$ cat config.mk
export PLATFORM = sky130hd
export DESIGN_NAME = tour_cmd_sequencer
export DESIGN_NICKNAME = d
export VERILOG_FILES = /design/src/rtl/tour_cmd_sequencer.sv
export SDC_FILE = /design/constraint.sdc
export NUM_CORES = 1
export LEC_CHECK = 0
export ABC_AREA = 1
export CORE_ASPECT_RATIO = 1.75
export CORE_MARGIN = 4
export CORE_UTILIZATION = 63
export DETAILED_ROUTE_END_ITERATION = 6
export PLACE_DENSITY = 0.85
export SLEW_MARGIN = 20
export SYNTH_ARGS = -nofsm -noshare
export SYNTH_HDL_FRONTEND = slang
export SYNTH_SLANG_ARGS = --single-unit
$ cat constraint.sdc
create_clock -name clk -period 5 [get_ports clk]
set_input_delay 1.5 -clock clk [delete_from_list [all_inputs] [get_ports clk]]
set_output_delay 1.5 -clock clk [all_outputs]
set_load 0.1 [all_outputs]
$ cat src/rtl/tour_cmd_sequencer.sv
// Queued move-command sequencer: buffers up to DEPTH commands and issues them to
// RemoteComm one at a time, waiting for transmit-complete and acknowledge on each.
module tour_cmd_sequencer #(
  parameter int         DEPTH      = 8,
  parameter int         TMO_CYCLES = 1000000,
  parameter logic [7:0] ACK_VAL    = 8'hA5
) (
  input  logic                         clk,
  input  logic                         rst_n,
  input  logic                         wr_en,
  input  logic [15:0]                  wr_data,
  input  logic                         clr,
  input  logic                         start,
  input  logic                         abort,
  input  logic                         cmd_snt,
  input  logic                         resp_rdy,
  input  logic [7:0]                   resp,
  output logic [15:0]                  cmd,
  output logic                         snd_cmd,
  output logic                         busy,
  output logic                         done,
  output logic                         err,
  output logic [1:0]                   err_code,
  output logic [$clog2(DEPTH+1)-1:0]   cnt,
  output logic [$clog2(DEPTH+1)-1:0]   idx
);

  localparam int CW = $clog2(DEPTH + 1);
  localparam int AW = (DEPTH > 1) ? $clog2(DEPTH) : 1;
  localparam int TW = $clog2(TMO_CYCLES + 1);

  localparam logic [CW-1:0] CNT_ZERO = {CW{1'b0}};
  localparam logic [CW-1:0] CNT_ONE  = {{(CW-1){1'b0}}, 1'b1};
  localparam logic [CW-1:0] CNT_MAX  = CW'(DEPTH);
  localparam logic [TW-1:0] TMO_ZERO = {TW{1'b0}};
  localparam logic [TW-1:0] TMO_ONE  = {{(TW-1){1'b0}}, 1'b1};
  localparam logic [TW-1:0] TMO_LAST = TW'(TMO_CYCLES - 1);

  localparam logic [1:0] EC_NONE  = 2'b00;
  localparam logic [1:0] EC_NAK   = 2'b01;
  localparam logic [1:0] EC_TMO   = 2'b10;
  localparam logic [1:0] EC_ABORT = 2'b11;

  typedef enum logic [2:0] {
    ST_IDLE      = 3'd0,
    ST_SEND      = 3'd1,
    ST_WAIT_SNT  = 3'd2,
    ST_WAIT_RESP = 3'd3,
    ST_DONE      = 3'd4,
    ST_ERR       = 3'd5
  } state_t;

  state_t         state_r, state_s;
  logic [15:0]    queue_r [DEPTH];
  logic [CW-1:0]  cnt_r, cnt_s;
  logic [CW-1:0]  idx_r, idx_s;
  logic [TW-1:0]  tmo_r, tmo_s;
  logic [15:0]    cmd_r, cmd_s;
  logic           snd_cmd_r, snd_cmd_s;
  logic           busy_r, busy_s;
  logic           done_r, done_s;
  logic           err_r, err_s;
  logic [1:0]     err_code_r, err_code_s;
  logic           wr_s;

  // Command storage; contents are don't-care after reset since cnt gates every read
  always_ff @(posedge clk) begin
    if (wr_s) begin
      queue_r[cnt_r[AW-1:0]] <= wr_data;
    end
  end

  // Next-state and next-output decode for the sequencer
  always_comb begin
    state_s    = state_r;
    cnt_s      = cnt_r;
    idx_s      = idx_r;
    tmo_s      = tmo_r;
    cmd_s      = cmd_r;
    snd_cmd_s  = 1'b0;
    done_s     = done_r;
    err_s      = err_r;
    err_code_s = err_code_r;
    wr_s       = 1'b0;
    case (state_r)
      ST_IDLE, ST_DONE, ST_ERR: begin
        if (clr) begin
          state_s    = ST_IDLE;
          cnt_s      = CNT_ZERO;
          idx_s      = CNT_ZERO;
          done_s     = 1'b0;
          err_s      = 1'b0;
          err_code_s = EC_NONE;
        end else if (start) begin
          idx_s      = CNT_ZERO;
          err_s      = 1'b0;
          err_code_s = EC_NONE;
          if (cnt_r == CNT_ZERO) begin
            state_s = ST_DONE;
            done_s  = 1'b1;
          end else begin
            state_s = ST_SEND;
            done_s  = 1'b0;
          end
        end else if (wr_en && (cnt_r < CNT_MAX)) begin
          wr_s  = 1'b1;
          cnt_s = cnt_r + CNT_ONE;
        end else begin
          state_s = state_r;
        end
      end
      ST_SEND: begin
        if (abort) begin
          state_s    = ST_ERR;
          err_s      = 1'b1;
          err_code_s = EC_ABORT;
        end else begin
          cmd_s     = queue_r[idx_r[AW-1:0]];
          snd_cmd_s = 1'b1;
          tmo_s     = TMO_ZERO;
          state_s   = ST_WAIT_SNT;
        end
      end
      ST_WAIT_SNT: begin
        if (abort) begin
          state_s    = ST_ERR;
          err_s      = 1'b1;
          err_code_s = EC_ABORT;
        end else if (cmd_snt) begin
          tmo_s   = TMO_ZERO;
          state_s = ST_WAIT_RESP;
        end else if (tmo_r == TMO_LAST) begin
          state_s    = ST_ERR;
          err_s      = 1'b1;
          err_code_s = EC_TMO;
        end else begin
          tmo_s = tmo_r + TMO_ONE;
        end
      end
      ST_WAIT_RESP: begin
        if (abort) begin
          state_s    = ST_ERR;
          err_s      = 1'b1;
          err_code_s = EC_ABORT;
        end else if (resp_rdy) begin
          if (resp == ACK_VAL) begin
            idx_s = idx_r + CNT_ONE;
            if (idx_s == cnt_r) begin
              state_s = ST_DONE;
              done_s  = 1'b1;
            end else begin
              state_s = ST_SEND;
            end
          end else begin
            state_s    = ST_ERR;
            err_s      = 1'b1;
            err_code_s = EC_NAK;
          end
        end else if (tmo_r == TMO_LAST) begin
          state_s    = ST_ERR;
          err_s      = 1'b1;
          err_code_s = EC_TMO;
        end else begin
          tmo_s = tmo_r + TMO_ONE;
        end
      end
      default: begin
        state_s = ST_IDLE;
        done_s  = 1'b0;
        err_s   = 1'b0;
      end
    endcase
    busy_s = (state_s == ST_SEND) || (state_s == ST_WAIT_SNT) || (state_s == ST_WAIT_RESP);
  end

  // State and output registers
  always_ff @(posedge clk or negedge rst_n) begin
    if (!rst_n) begin
      state_r    <= ST_IDLE;
      cnt_r      <= CNT_ZERO;
      idx_r      <= CNT_ZERO;
      tmo_r      <= TMO_ZERO;
      cmd_r      <= 16'h0000;
      snd_cmd_r  <= 1'b0;
      busy_r     <= 1'b0;
      done_r     <= 1'b0;
      err_r      <= 1'b0;
      err_code_r <= EC_NONE;
    end else begin
      state_r    <= state_s;
      cnt_r      <= cnt_s;
      idx_r      <= idx_s;
      tmo_r      <= tmo_s;
      cmd_r      <= cmd_s;
      snd_cmd_r  <= snd_cmd_s;
      busy_r     <= busy_s;
      done_r     <= done_s;
      err_r      <= err_s;
      err_code_r <= err_code_s;
    end
  end

  assign cmd      = cmd_r;
  assign snd_cmd  = snd_cmd_r;
  assign busy     = busy_r;
  assign done     = done_r;
  assign err      = err_r;
  assign err_code = err_code_r;
  assign cnt      = cnt_r;
  assign idx      = idx_r;

endmodule

==> results.toml, run 1 <==
[worst_setup_path]
crit_fanout = 10
cp_cell_sequence = "clkdlybuf4s50_1"
max_stage_delay_ns = 1.22
critPathTopFamily = "buffers and inverters"
r2r_cells = 14
arrival_ns = 2.26
critical_path_class = "register to output port"
worst_path_max_delay_cell = "clkdlybuf4s50_1"
cp.depth = 1
crit_required_ns = 3.50
crit_path_start_kind = "register"
worstPathBufferInverterCount = 1
worst_setup_path_end_kind = "output port"

[timing]
tns_ns = 0
slew_violations = 0
fmax_ghz = 0.266
hold_violations = 0
setup_viol = 0
worst_pin_slew_ns = 1.00
timing.final.crit_period_ns = 3.76
maxSlewHeadroom_pct = 33.1
min_period_over_period_pct = 75.2
rsz0062_at_grt = "no"
finClkSkew_ns = 0.0109

[floorplanning]
start_util_pct = 64.5
dieArea_um2 = 14700
io_pins = 62
fp.dieH_um = 158
coreArea_um2 = 12500
rows = 54
die_x_um = 93.5

[routing]
drt-total-wl_um = 18800
antenna_left = 0
via_per_inst = 6.04
route.detailed.wl_per_inst_um = 18.4
drc = 0
vias = 6186
drtIter0Drc = 468
drt_first_pass_iters = 5

[layout]
area_delta_synth_final_pct = 17.3
fin_nets = 881
layout-drive-gt1-share_pct = 8.28
antenna_cells = 0

[job]
max-cap-violations = 0

[placement]
io_buffers = 61
gp_congestion = 1.01
dp.final_hpwl_um = 12100

[synthesis]
synth_top_area_share_pct = 47.7
syn_nets = 817
syn_avg_cell_area_um2 = 10.3
netlist_instances = 781
synth-seq-area-share_pct = 64.1
yosys-top-cells-area = "edfxtp_1 (48%), dfrtp_1 (16%), nand2_1 (6.7%)"
syn_area_um2 = 8060
synth_cell_types = 33
synth_seq_cells = 181
synth_enable_flop_cells = 128
synth_top_area_cell = "edfxtp_1"
yosys_warnings = 0
async_flop_share_pct = 29.3
ys.flop_type = "edfxtp_1"

[grt]
grt_max_degree = 73
grt_pass1_wl_um = 30000
grt_pass1_vias = 6012
antenna_found_initial = 0
grt_overflow = 0
grt_util_all_layers_pct = 26.8

[outcome]
status = "complete, no violations"

[clocking]
htree_levels = 4
root_buffer = "clkbuf_16"
cts.clk_slew.worst_paths_ns = 0.08
cts_tree = "yes"
holdBufCountCts = 0
cts_buffers = 17
clk_latency_ns = 0.42
cts_buffer_depth = 2
cts_setup_buffers = 0
cts_resized = 0
cts_num_sinks = 181

[pwr]
vdd_drop_max_mv = 0.339
power_density_nw_per_um2 = 479
power_w = 0.00453
power_leakage_nw = 3.59

[min_path]
min_delay_path_depth = 2
min_path_type = "register to register"
## cell families after synthesis
group / synth area share [%]
adders and majority gates: 0.621
xor gates and xnor gates: 0.543
and+or+nand+nor: 18.1
AOI/OAI and AO/OA: 10.0
DFF: 64.1
muxes: 1.99
buffers and inverters: 4.59
## placed cells by master, fill, tap and decap left out, types with 2 or more instances in the layout
master,count
clkdlybuf4s50_1,59
edfxtp_1,128
a21oi_1,19
nand2_1,144
nand2_4,2
buf_4,14
nand3b_1,2
o21ai_0,67
nor3_1,9
ha_1,4
clkbuf_16,17
nand2_2,2
dfrtp_2,2
dfrtp_1,51
inv_6,4
inv_1,58
nor3_2,7
mux2i_1,16
nor2_2,2
o21ai_1,3
inv_2,4
inv_8,6
nand3_1,37
o22ai_1,16
clkinv_8,2
clkinv_4,2
xor2_1,5
nand4_1,14
nand3_2,2
o211ai_1,33
nor2_1,118
## power breakdown
group	internal (W)	switching, W
sequential	0.00174	0.000117
combinational	0.000322	0.00105
clock	0.000670	0.000619
total	0.00274	0.00179
## Yosys cell counts (3+ instances only)
| cell | n |
|---|---|
| nand2_1 | 144 |
| edfxtp_1 | 128 |
| nor2_1 | 118 |
| o21ai_0 | 67 |
| inv_1 | 58 |
| dfrtp_1 | 53 |
| nand3_1 | 37 |
| o211ai_1 | 33 |
| a21oi_1 | 19 |
| clkbuf_1 | 19 |
| mux2i_1 | 16 |
| o22ai_1 | 16 |
| nor3_1 | 15 |
| nand4_1 | 14 |
| buf_2 | 9 |
| xor2_1 | 5 |
| ha_1 | 4 |
| inv_2 | 4 |
| o21ai_1 | 3 |
## final timing paths
path / from / end / slack [ns]
max: cnt[2]$_DFFE_PN0P_ / cnt[2] / 1.24
min: done$_DFFE_PN0P_ / done$_DFFE_PN0P_ / 0.50
max reg2reg: idx[0]$_DFFE_PN0P_ / busy$_DFF_PN0_ / 2.31
min reg2reg: done$_DFFE_PN0P_ / done$_DFFE_PN0P_ / 0.50
max in group asynchronous: rst_n / idx[0]$_DFFE_PN0P_ / 3.01
min in group asynchronous: rst_n / tmo_r[15]$_DFFE_PN0P_ / 1.12
## final cells by class
cell class / count / area [um^2]
clock buffer: 17 / 425
sequential: 181 / 5170
multi-input combinational: 507 / 2550
tap: 168 / 210
clock inverter: 14 / 153
fill: 794 / 3040
timing repair buffer: 74 / 701
inverter: 64 / 243
## routing by layer
metal	track usage [%]	part of all wire, %	vias up
met1	30.2	35	2987
met4	13.6	3.5	0
li1	-	-	2834
met2	47.5	55	311
met5	0	0	-
met3	5.47	6.3	54
## stage by stage
step                std cells  worst slack (ns)  instance area, um^2  utilization, %  hold slack (ns)
detailed placement        994              1.27                 8880            71.0            0.482
CTS                      1025              1.24                 9460            75.7            0.499
global route             1025              1.18                 9460            75.7            0.533
finish                   1025              1.24                 9460            75.7            0.499
floorplan                 781              1.45                 8060               -            0.514
global placement          994              1.34                 8880            71.0            0.489
## sequential cells by signal, summed over array words and instances, names as in the netlist, 2 cells and up
name / cells
cmd: 16
cnt: 4
tmo_r: 20
idx: 4
state_r: 3
queue_r: 128
err_code: 2
(Power assumes the default switching activity.)
==> run 2, diff against run 1 <==
- CORE_UTILIZATION: 63 -> 53
- PLACE_DENSITY: 0.85 -> 0.76
- clock period: 5 -> 3.1 ns (I/O delays scaled with it)
==> results.toml, run 2 (synthesis gave the netlist of run 1 again) <==
[outcome]
status = "complete, no violations"

[floorplanning]
coreArea_um2 = 14900
io_pins = 62
dieArea_um2 = 17300
rows = 59
die_x_um = 101
start_util_pct = 54.1
fp.dieH_um = 171

[layout]
area_delta_synth_final_pct = 18.4
regArea_um2 = 5170
fin_util_pct = 64.0
mostFrequentLayoutCells = "nand2_1 (144), edfxtp_1 (128), nor2_1 (118)"
layout-drive-gt1-share_pct = 12.2
fillCellCount = 1139
multiInputGateArea_um2 = 2550
design_area_um2 = 9540
final_common_cell = "nand2_1"
largest_reg_flops = 128
fin_nets = 885
antenna_cells = 0

[clocking]
cts_tree = "yes"
clk_latency_ns = 0.43
cts.clk_slew.worst_paths_ns = 0.08
root_buffer = "clkbuf_16"
cts_buffers = 17
cts_setup_buffers = 0
cts_resized = 0
htree_levels = 4
cts_num_sinks = 181
cts_buffer_depth = 2
holdBufCountCts = 0

[routing]
wl_met2_um = 10700
drt-total-wl_um = 19400
top_layer_used = "met4"
met3WireLength_um = 930
antenna_left = 0
met1_length_um = 7160
vias = 5959
drt_first_pass_iters = 5
drc = 0
drtIter0Drc = 456
route.detailed.wl_per_inst_um = 18.6
via_per_inst = 5.70

[worst_setup_path]
r2r_cells = 7
worst-r2r-setup-slack_ns = 0.95
critical_path_class = "register to output port"
arrival_ns = 1.54
cp_cell_sequence = "buf_4"
critPathTopFamily = "flip-flops"
r2r_end = "queue_r[0][12]$_DFFE_PP_"
worst_setup_path_end_kind = "output port"
worstPathBufferInverterCount = 1
worst_path_max_delay_cell = "dfrtp_1"
regToRegStartpoint = "state_r[2]$_DFF_PN0_"
crit_fanout = 10
crit_required_ns = 2.17
crit_path_start_kind = "register"
max_stage_delay_ns = 0.71

[pwr]
power_leakage_nw = 3.68
power_density_nw_per_um2 = 772
vdd_drop_max_mv = 0.637

[placement]
dp.final_hpwl_um = 13700
placed_cell_area_um2 = 8930
gp_congestion = 0.882
io_buffers = 61

[grt]
grt_pass1_vias = 6034
grt_max_degree = 65
grt_pass1_wl_um = 30500
grt_overflow = 0
antenna_found_initial = 0
grt_util_all_layers_pct = 23.2

[timing]
worst_pin_slew_ns = 0.605
fmax_ghz = 0.405
maxSlewHeadroom_pct = 59.6
finClkSkew_ns = 0.0207
tns_ns = 0
slew_violations = 0
hold_violations = 0
setup_viol = 0
min_period_over_period_pct = 79.7
timing.final.crit_period_ns = 2.47
holdWs_ns = 0.356
rsz0062_at_grt = "no"

[job]
max-cap-violations = 0

[min_path]
min_path_type = "input pin to async pin"
[run 2: cell types whose count changed in the layout (fill, tap and decap cells not counted), sizes merged]
| cell | previous run | this run |
|---|---|---|
| clkinv | 5 | 8 |
| buf | 15 | 48 |
| clkdlybuf4s50 | 59 | 30 |
| inv | 73 | 71 |
[run 2: worst max path at each step]
stage	from	depth (start not counted)	end	slack [ns]
2_1_floorplan	clr	5	queue_r[5][0]$_DFFE_PP_	0.12
3_3_place_gp	start	7	queue_r[0][7]$_DFFE_PP_	0.31
3_5_place_dp	clr	7	queue_r[1][9]$_DFFE_PP_	0.30
4_1_cts	cnt[2]$_DFFE_PN0P_	1	cnt[2]	0.61
5_1_grt	clr	7	queue_r[0][4]$_DFFE_PP_	0.55
6_report	cnt[2]$_DFFE_PN0P_	1	cnt[2]	0.63
[run 2: power breakdown]
part | internal, W | leakage (nW) | switching [W]
sequential | 0.00281 | 1.85 | 0.000183
clock | 0.00110 | 0.299 | 0.00105
combinational | 0.000490 | 1.53 | 0.00173
total | 0.00441 | 3.68 | 0.00296
[run 2: through the flow]
| stage | std cells | worst slack, ns | total power, W |
|---|---|---|---|
| 2_1_floorplan | 781 | 0.121 | 0.00463 |
| 3_3_place_gp | 1013 | 0.309 | 0.00523 |
| 3_5_place_dp | 1013 | 0.296 | 0.00526 |
| 4_1_cts | 1045 | 0.609 | 0.00741 |
| 5_1_grt | 1045 | 0.551 | 0.00767 |
| 6_report | 1045 | 0.631 | 0.00737 |
[run 2: final cells by class]
type,count,share of cell area [%]
well taps,183,2.40
clock inverters,15,1.98
flip-flops and latches,181,54.2
clock buffers,17,4.46
multi-input cells,507,26.7
repair buffers,78,7.68
inverters,64,2.54
[run 2: layer usage]
layer	vias up	global-route usage (%)
met2	204	42.4
met4	0	10.7
met1	2865	25.8
li1	2847	-
met5	-	0
met3	43	3.71
